File: config.mk
export PLATFORM = sky130hd
export DESIGN_NAME = fetch_unit
export DESIGN_NICKNAME = d
export VERILOG_FILES = /design/src/rtl/fetch_unit.sv
export SDC_FILE = /design/constraint.sdc
export NUM_CORES = 1
export LEC_CHECK = 0
export ABC_AREA = 1
export ABC_CLOCK_PERIOD_IN_PS = 5740
export CAP_MARGIN = 20
export CELL_PAD_IN_SITES_DETAIL_PLACEMENT = 1
export CELL_PAD_IN_SITES_GLOBAL_PLACEMENT = 1
export CORE_MARGIN = 4
export CORE_UTILIZATION = 42
export DETAILED_ROUTE_END_ITERATION = 7
export HOLD_SLACK_MARGIN = 0.12
export PLACE_DENSITY = 0.78
export SLEW_MARGIN = 20
export SYNTH_ARGS = -nofsm -noshare
export SYNTH_HDL_FRONTEND = slang
export SYNTH_SLANG_ARGS = --single-unit
File: constraint.sdc
create_clock -name i_clk -period 5.74 [get_ports i_clk]
set_input_delay 0.574 -clock i_clk [delete_from_list [all_inputs] [get_ports i_clk]]
set_output_delay 0.574 -clock i_clk [all_outputs]
set_load 0.03 [all_outputs]
File: src/rtl/fetch_unit.sv
// Instruction fetch front end: issues in-order word requests on a req/gnt/rvalid memory port,
// buffers {pc, insn} pairs in a prefetch FIFO, and flushes everything on a redirect.
module fetch_unit #(
   parameter int unsigned     XLEN     = 32,
   parameter int unsigned     ILEN     = 32,
   parameter int unsigned     DEPTH    = 4,
   parameter logic [XLEN-1:0] RESET_PC = '0
) (
   input  logic            i_clk,
   input  logic            i_reset,
   output logic            o_imem_req,
   output logic [XLEN-1:0] o_imem_addr,
   input  logic            i_imem_gnt,
   input  logic            i_imem_rvalid,
   input  logic [ILEN-1:0] i_imem_rdata,
   input  logic            i_redirect,
   input  logic [XLEN-1:0] i_redirect_pc,
   output logic            o_insn_vld,
   output logic [ILEN-1:0] o_insn,
   output logic [XLEN-1:0] o_insn_pc,
   input  logic            i_insn_rdy,
   output logic [XLEN-1:0] o_pc_debug
);

   localparam int unsigned PW = $clog2(DEPTH);
   localparam int unsigned CW = $clog2(DEPTH + 1);
   localparam int unsigned SW = CW + 1;
   localparam logic [ILEN-1:0] NOP = ILEN'(32'h0000_0013);

   logic [XLEN-1:0] f_pc_q, f_pc_d;
   logic [XLEN-1:0] resp_pc_q, resp_pc_d;
   logic [CW-1:0]   os_cnt_q, os_cnt_d;
   logic [CW-1:0]   drop_cnt_q, drop_cnt_d;
   logic [CW-1:0]   fcnt_q, fcnt_d;
   logic [PW-1:0]   rd_ptr_q, rd_ptr_d;
   logic [PW-1:0]   wr_ptr_q, wr_ptr_d;
   logic [XLEN-1:0] pc_mem_q [DEPTH];
   logic [XLEN-1:0] pc_mem_d [DEPTH];
   logic [ILEN-1:0] insn_mem_q [DEPTH];
   logic [ILEN-1:0] insn_mem_d [DEPTH];

   logic            grant;
   logic            resp;
   logic            drop;
   logic            push;
   logic            pop;
   logic [SW-1:0]   occupancy;
   logic [XLEN-1:0] redirect_pc_aligned;
   logic            unused_redirect_lsb;

   assign unused_redirect_lsb = ^i_redirect_pc[1:0];
   assign redirect_pc_aligned = {i_redirect_pc[XLEN-1:2], 2'b00};

   // Buffered plus in-flight entries bound issue, so a granted response always has a slot.
   assign occupancy  = SW'(fcnt_q) + SW'(os_cnt_q);
   assign o_imem_req = i_reset && !i_redirect && (occupancy < SW'(DEPTH));
   assign o_imem_addr = f_pc_q;
   assign o_pc_debug  = f_pc_q;

   assign o_insn_vld = (fcnt_q != '0);
   assign o_insn     = o_insn_vld ? insn_mem_q[rd_ptr_q] : NOP;
   assign o_insn_pc  = o_insn_vld ? pc_mem_q[rd_ptr_q] : '0;

   assign grant = o_imem_req && i_imem_gnt;
   assign resp  = i_imem_rvalid && (os_cnt_q != '0);
   assign drop  = resp && (drop_cnt_q != '0);
   assign push  = resp && !drop && !i_redirect;
   assign pop   = o_insn_vld && i_insn_rdy && !i_redirect;

   always_comb begin
      f_pc_d     = f_pc_q;
      resp_pc_d  = resp_pc_q;
      os_cnt_d   = os_cnt_q + CW'(grant) - CW'(resp);
      drop_cnt_d = drop_cnt_q;
      fcnt_d     = fcnt_q;
      rd_ptr_d   = rd_ptr_q;
      wr_ptr_d   = wr_ptr_q;
      pc_mem_d   = pc_mem_q;
      insn_mem_d = insn_mem_q;

      if (i_redirect) begin
         // Everything still in flight after this cycle belongs to the old stream.
         f_pc_d     = redirect_pc_aligned;
         resp_pc_d  = redirect_pc_aligned;
         drop_cnt_d = os_cnt_d;
         fcnt_d     = '0;
         rd_ptr_d   = '0;
         wr_ptr_d   = '0;
      end else begin
         if (grant) begin
            f_pc_d = f_pc_q + XLEN'(4);
         end
         if (drop) begin
            drop_cnt_d = drop_cnt_q - CW'(1);
         end
         if (push) begin
            pc_mem_d[wr_ptr_q]   = resp_pc_q;
            insn_mem_d[wr_ptr_q] = i_imem_rdata;
            wr_ptr_d             = wr_ptr_q + PW'(1);
            resp_pc_d            = resp_pc_q + XLEN'(4);
         end
         if (pop) begin
            rd_ptr_d = rd_ptr_q + PW'(1);
         end
         fcnt_d = fcnt_q + CW'(push) - CW'(pop);
      end
   end

   always_ff @(posedge i_clk) begin
      if (!i_reset) begin
         f_pc_q     <= RESET_PC;
         resp_pc_q  <= RESET_PC;
         os_cnt_q   <= '0;
         drop_cnt_q <= '0;
         fcnt_q     <= '0;
         rd_ptr_q   <= '0;
         wr_ptr_q   <= '0;
      end else begin
         f_pc_q     <= f_pc_d;
         resp_pc_q  <= resp_pc_d;
         os_cnt_q   <= os_cnt_d;
         drop_cnt_q <= drop_cnt_d;
         fcnt_q     <= fcnt_d;
         rd_ptr_q   <= rd_ptr_d;
         wr_ptr_q   <= wr_ptr_d;
      end
      pc_mem_q   <= pc_mem_d;
      insn_mem_q <= insn_mem_d;
   end

endmodule

==> reports/metrics.cfg <==
[synthesis]
synth_async_sr_flop_share=0
proportion_of_synthesized_chip_area_in_sequential_cells=0.608
post_synth_inst_count=1591
synth_seq_cells=321
syn-mean-instance-area_um2=9.21
netlist-cell-type-count=36
yosys_warnings=0
top_flip_flop_cell_by_instance_count_after_synthesis=edfxtp_1
synth_area_um2=14700
synth-edff-count=248

[worst_setup_path]
worst_path_largest_cell_delay_ps=820
path_delay_family=buffers and inverters
critical_path_peak_fanout=82
critPathLaunchType=flop
setup.worst_path.end_class=output pin
crit_chain=inv_2 -> buf_4 -> o21ai_0 -> a21oi_1 -> clkdlybuf4s50_1
worst_path_max_delay_cell=clkdlybuf4s50_1
cp.arrival_ps=3780
critical_path_class=flop to output pin
cp.buffers_inverters=3
required_ps=5170

[place]
dpl_worst_slack_ps=1980
place_hpwl_um=27000
total_of_buffers_placed_on_input_and_output_ports=191
placed_cell_area_um2=16800
globalplace.congestion=0.802

[sta]
rsz0062_at_grt=no
worst-slew-pin-transition_ps=987
finalCritPeriodShare=0.759
hold_violations=0
clock.fmax_mhz=229
min_period_ps=4360
timing.slew.headroom=0.342
final.setup.tns_ps=0
final-max-slew-violation-count=0
finalSetupViolations=0
finalClockSkew_ps=17.1
finalWorstSetupSlack_ps=1380

[detailed_routing]
drtIter0Drc=596
detail_route.wirelength_um=42500
drt-pass1-iter-count=5
ant_nets=0
routed-via-count=11716
post-route-drc-count=0
routed_via_density=5.29
post_drt_wl_per_cell_um=19.2

[floorplanning]
std_cell_rows=68
floorplan_die_area_um2=37900
chip_width_um=195
pin_count=200
die-height_um=195
core_area_um2=34500
initial_utilization=0.425

[grt]
first_global_vias=12500
grt_start_max_net_pins=83
globalRouteOverflowTotal=0
grt.total_usage=0.218
grt_antenna_before_repair=0
first_pass_grt_wire_length_um=66700

[clock_network]
cts_tree=built
postCtsResizedCells=0
clock_buffer_count_from_cts=34
clkSinkCount=321
cts-root-to-sink-buffers=3
h-tree-depth=2
clkSlewWorstSetupHoldPaths_ps=60
post_cts_hold_buffer_count=0
clock_latency_ps=510
clockRootBuffer=clkbuf_16
post_cts.repair.setup_buffers=0

[power_and_ir_drop]
portion_of_total_power_attributed_to_combinational_logic=0.128
internal_power_w=0.00419
clockPowerShare=0.390
swShare=0.260
power.sequential.fraction=0.482
switching_power_w=0.00147
p_leak_nw=6.43
power.density_nw_per_um2=317
peakVddDrop_mv=0.205

[run]
drv.max_cap_violation_count=0

[finish]
share_of_final_layout_standard_cells_stronger_than_drive_strength_1=0.0443
fill_cells=3896
layout_overhead_on_the_synthesized_area_pct=22.0
finish.utilization=0.519
insertedDiodeCount=0
design.final.nets=1819
design_area_um2=17900

[outcome]
status=complete, no violations

[min_path]
holdCritPathClass=flop to flop

-- metrics by stage --
stage	hold slack [ps]	cells	power (W)
after floorplan	482	1596	0.00321
after global placement	505	2152	0.00347
after detailed placement	541	2152	0.00350
after CTS	555	2214	0.00572
after global routing	582	2214	0.00591
final	552	2214	0.00567
-- synthesized netlist by cell type, drive strengths merged, types with 3 or more instances --
cell | n | area, um^2
dfxtp | 73 | 1460
edfxtp | 248 | 7450
nand2 | 265 | 1000
a31oi | 12 | 75.1
a21oi | 119 | 596
nand3 | 63 | 315
clkbuf | 47 | 176
ha | 14 | 175
xnor2 | 5 | 43.8
o311ai | 3 | 26.3
inv | 116 | 435
o21ai | 163 | 816
buf | 56 | 360
nor2 | 365 | 1390
nand3b | 4 | 30.0
xor2 | 15 | 131
nand4 | 8 | 50.1
-- final timing paths --
kind	from	endpoint	slack, ps	cells after the start
min reg2reg	o_imem_addr[2]	o_imem_addr[2]	550	2
max	rd_ptr_q[0]	o_insn_pc[12]	1380	5
min	o_imem_addr[2]	o_imem_addr[2]	550	2
max reg2reg	drop_cnt_q[1]	fcnt_q[2]	2800	13
-- flip-flops by register name (all words and copies together) (netlist names) --
register and flops:
rd_ptr_q 2, insn_mem_q 128, pc_mem_q 120, os_cnt_q 3
resp_pc_q 30, fcnt_q 3, drop_cnt_q 3, wr_ptr_q 2
o_imem_addr 30
-- final cells by class --
| cell class | instances | area (um^2) | share of cell area |
|---|---|---|---|
| Clock buffer | 43 | 906 | 0.0507 |
| Clock inverter | 19 | 219 | 0.0122 |
| Inverter | 117 | 439 | 0.0246 |
| Multi-Input combinational cell | 1055 | 4820 | 0.270 |
| Sequential cell | 321 | 8910 | 0.499 |
| Tap cell | 455 | 569 | 0.0318 |
| Timing Repair Buffer | 204 | 2010 | 0.112 |
-- power by group through the flow --
stage | clock (W) | combinational [W] | sequential [W]
6_report | 0.00221 | 0.000726 | 0.00273
5_1_grt | 0.00236 | 0.000806 | 0.00274
4_1_cts | 0.00226 | 0.000736 | 0.00273
3_5_place_dp | 0 | 0.000728 | 0.00278
3_3_place_gp | 0 | 0.000702 | 0.00277
2_1_floorplan | 0 | 0.000438 | 0.00277
-- logic make-up after synthesis --
group                    after synthesis  synth area share
adder cells (fa/ha/maj)               16            0.0147
flip-flops                           321             0.608
other                                  1          0.000256
AND/OR/NAND/NOR                      711             0.193
XOR/XNOR                              20            0.0120
buffers and inverters                220            0.0666
AO/OA/AOI/OAI                        302             0.106
-- worst min-delay path, stage by stage (launching register included) --
cell and delay (ps):
dfxtp_1 350, nand2_1 80, a31oi_1 70
-- cells in the final DEF, fill, tap and decap left out, types with 12 or more instances in the layout --
cell type / synthesis / final
inv_1: 113 / 112
ha_1: 14 / 14
nand2_1: 263 / 263
nor2_1: 362 / 358
dfxtp_1: 73 / 71
a21oi_1: 119 / 119
clkbuf_16: 0 / 35
a31oi_1: 12 / 12
edfxtp_1: 248 / 248
xor2_1: 15 / 15
o21ai_0: 161 / 161
nand3_1: 63 / 63
buf_4: 37 / 13
clkdlybuf4s50_1: 0 / 191
-- metal layers --
metal,track usage,vias up,wire length (um)
met5,0,-,0
met4,0.0491,0,810
met1,0.281,5789,18400
met2,0.391,322,21200
met3,0.0296,53,2130
li1,-,5552,-
Note: power is estimated with default switching activity, not from simulation.
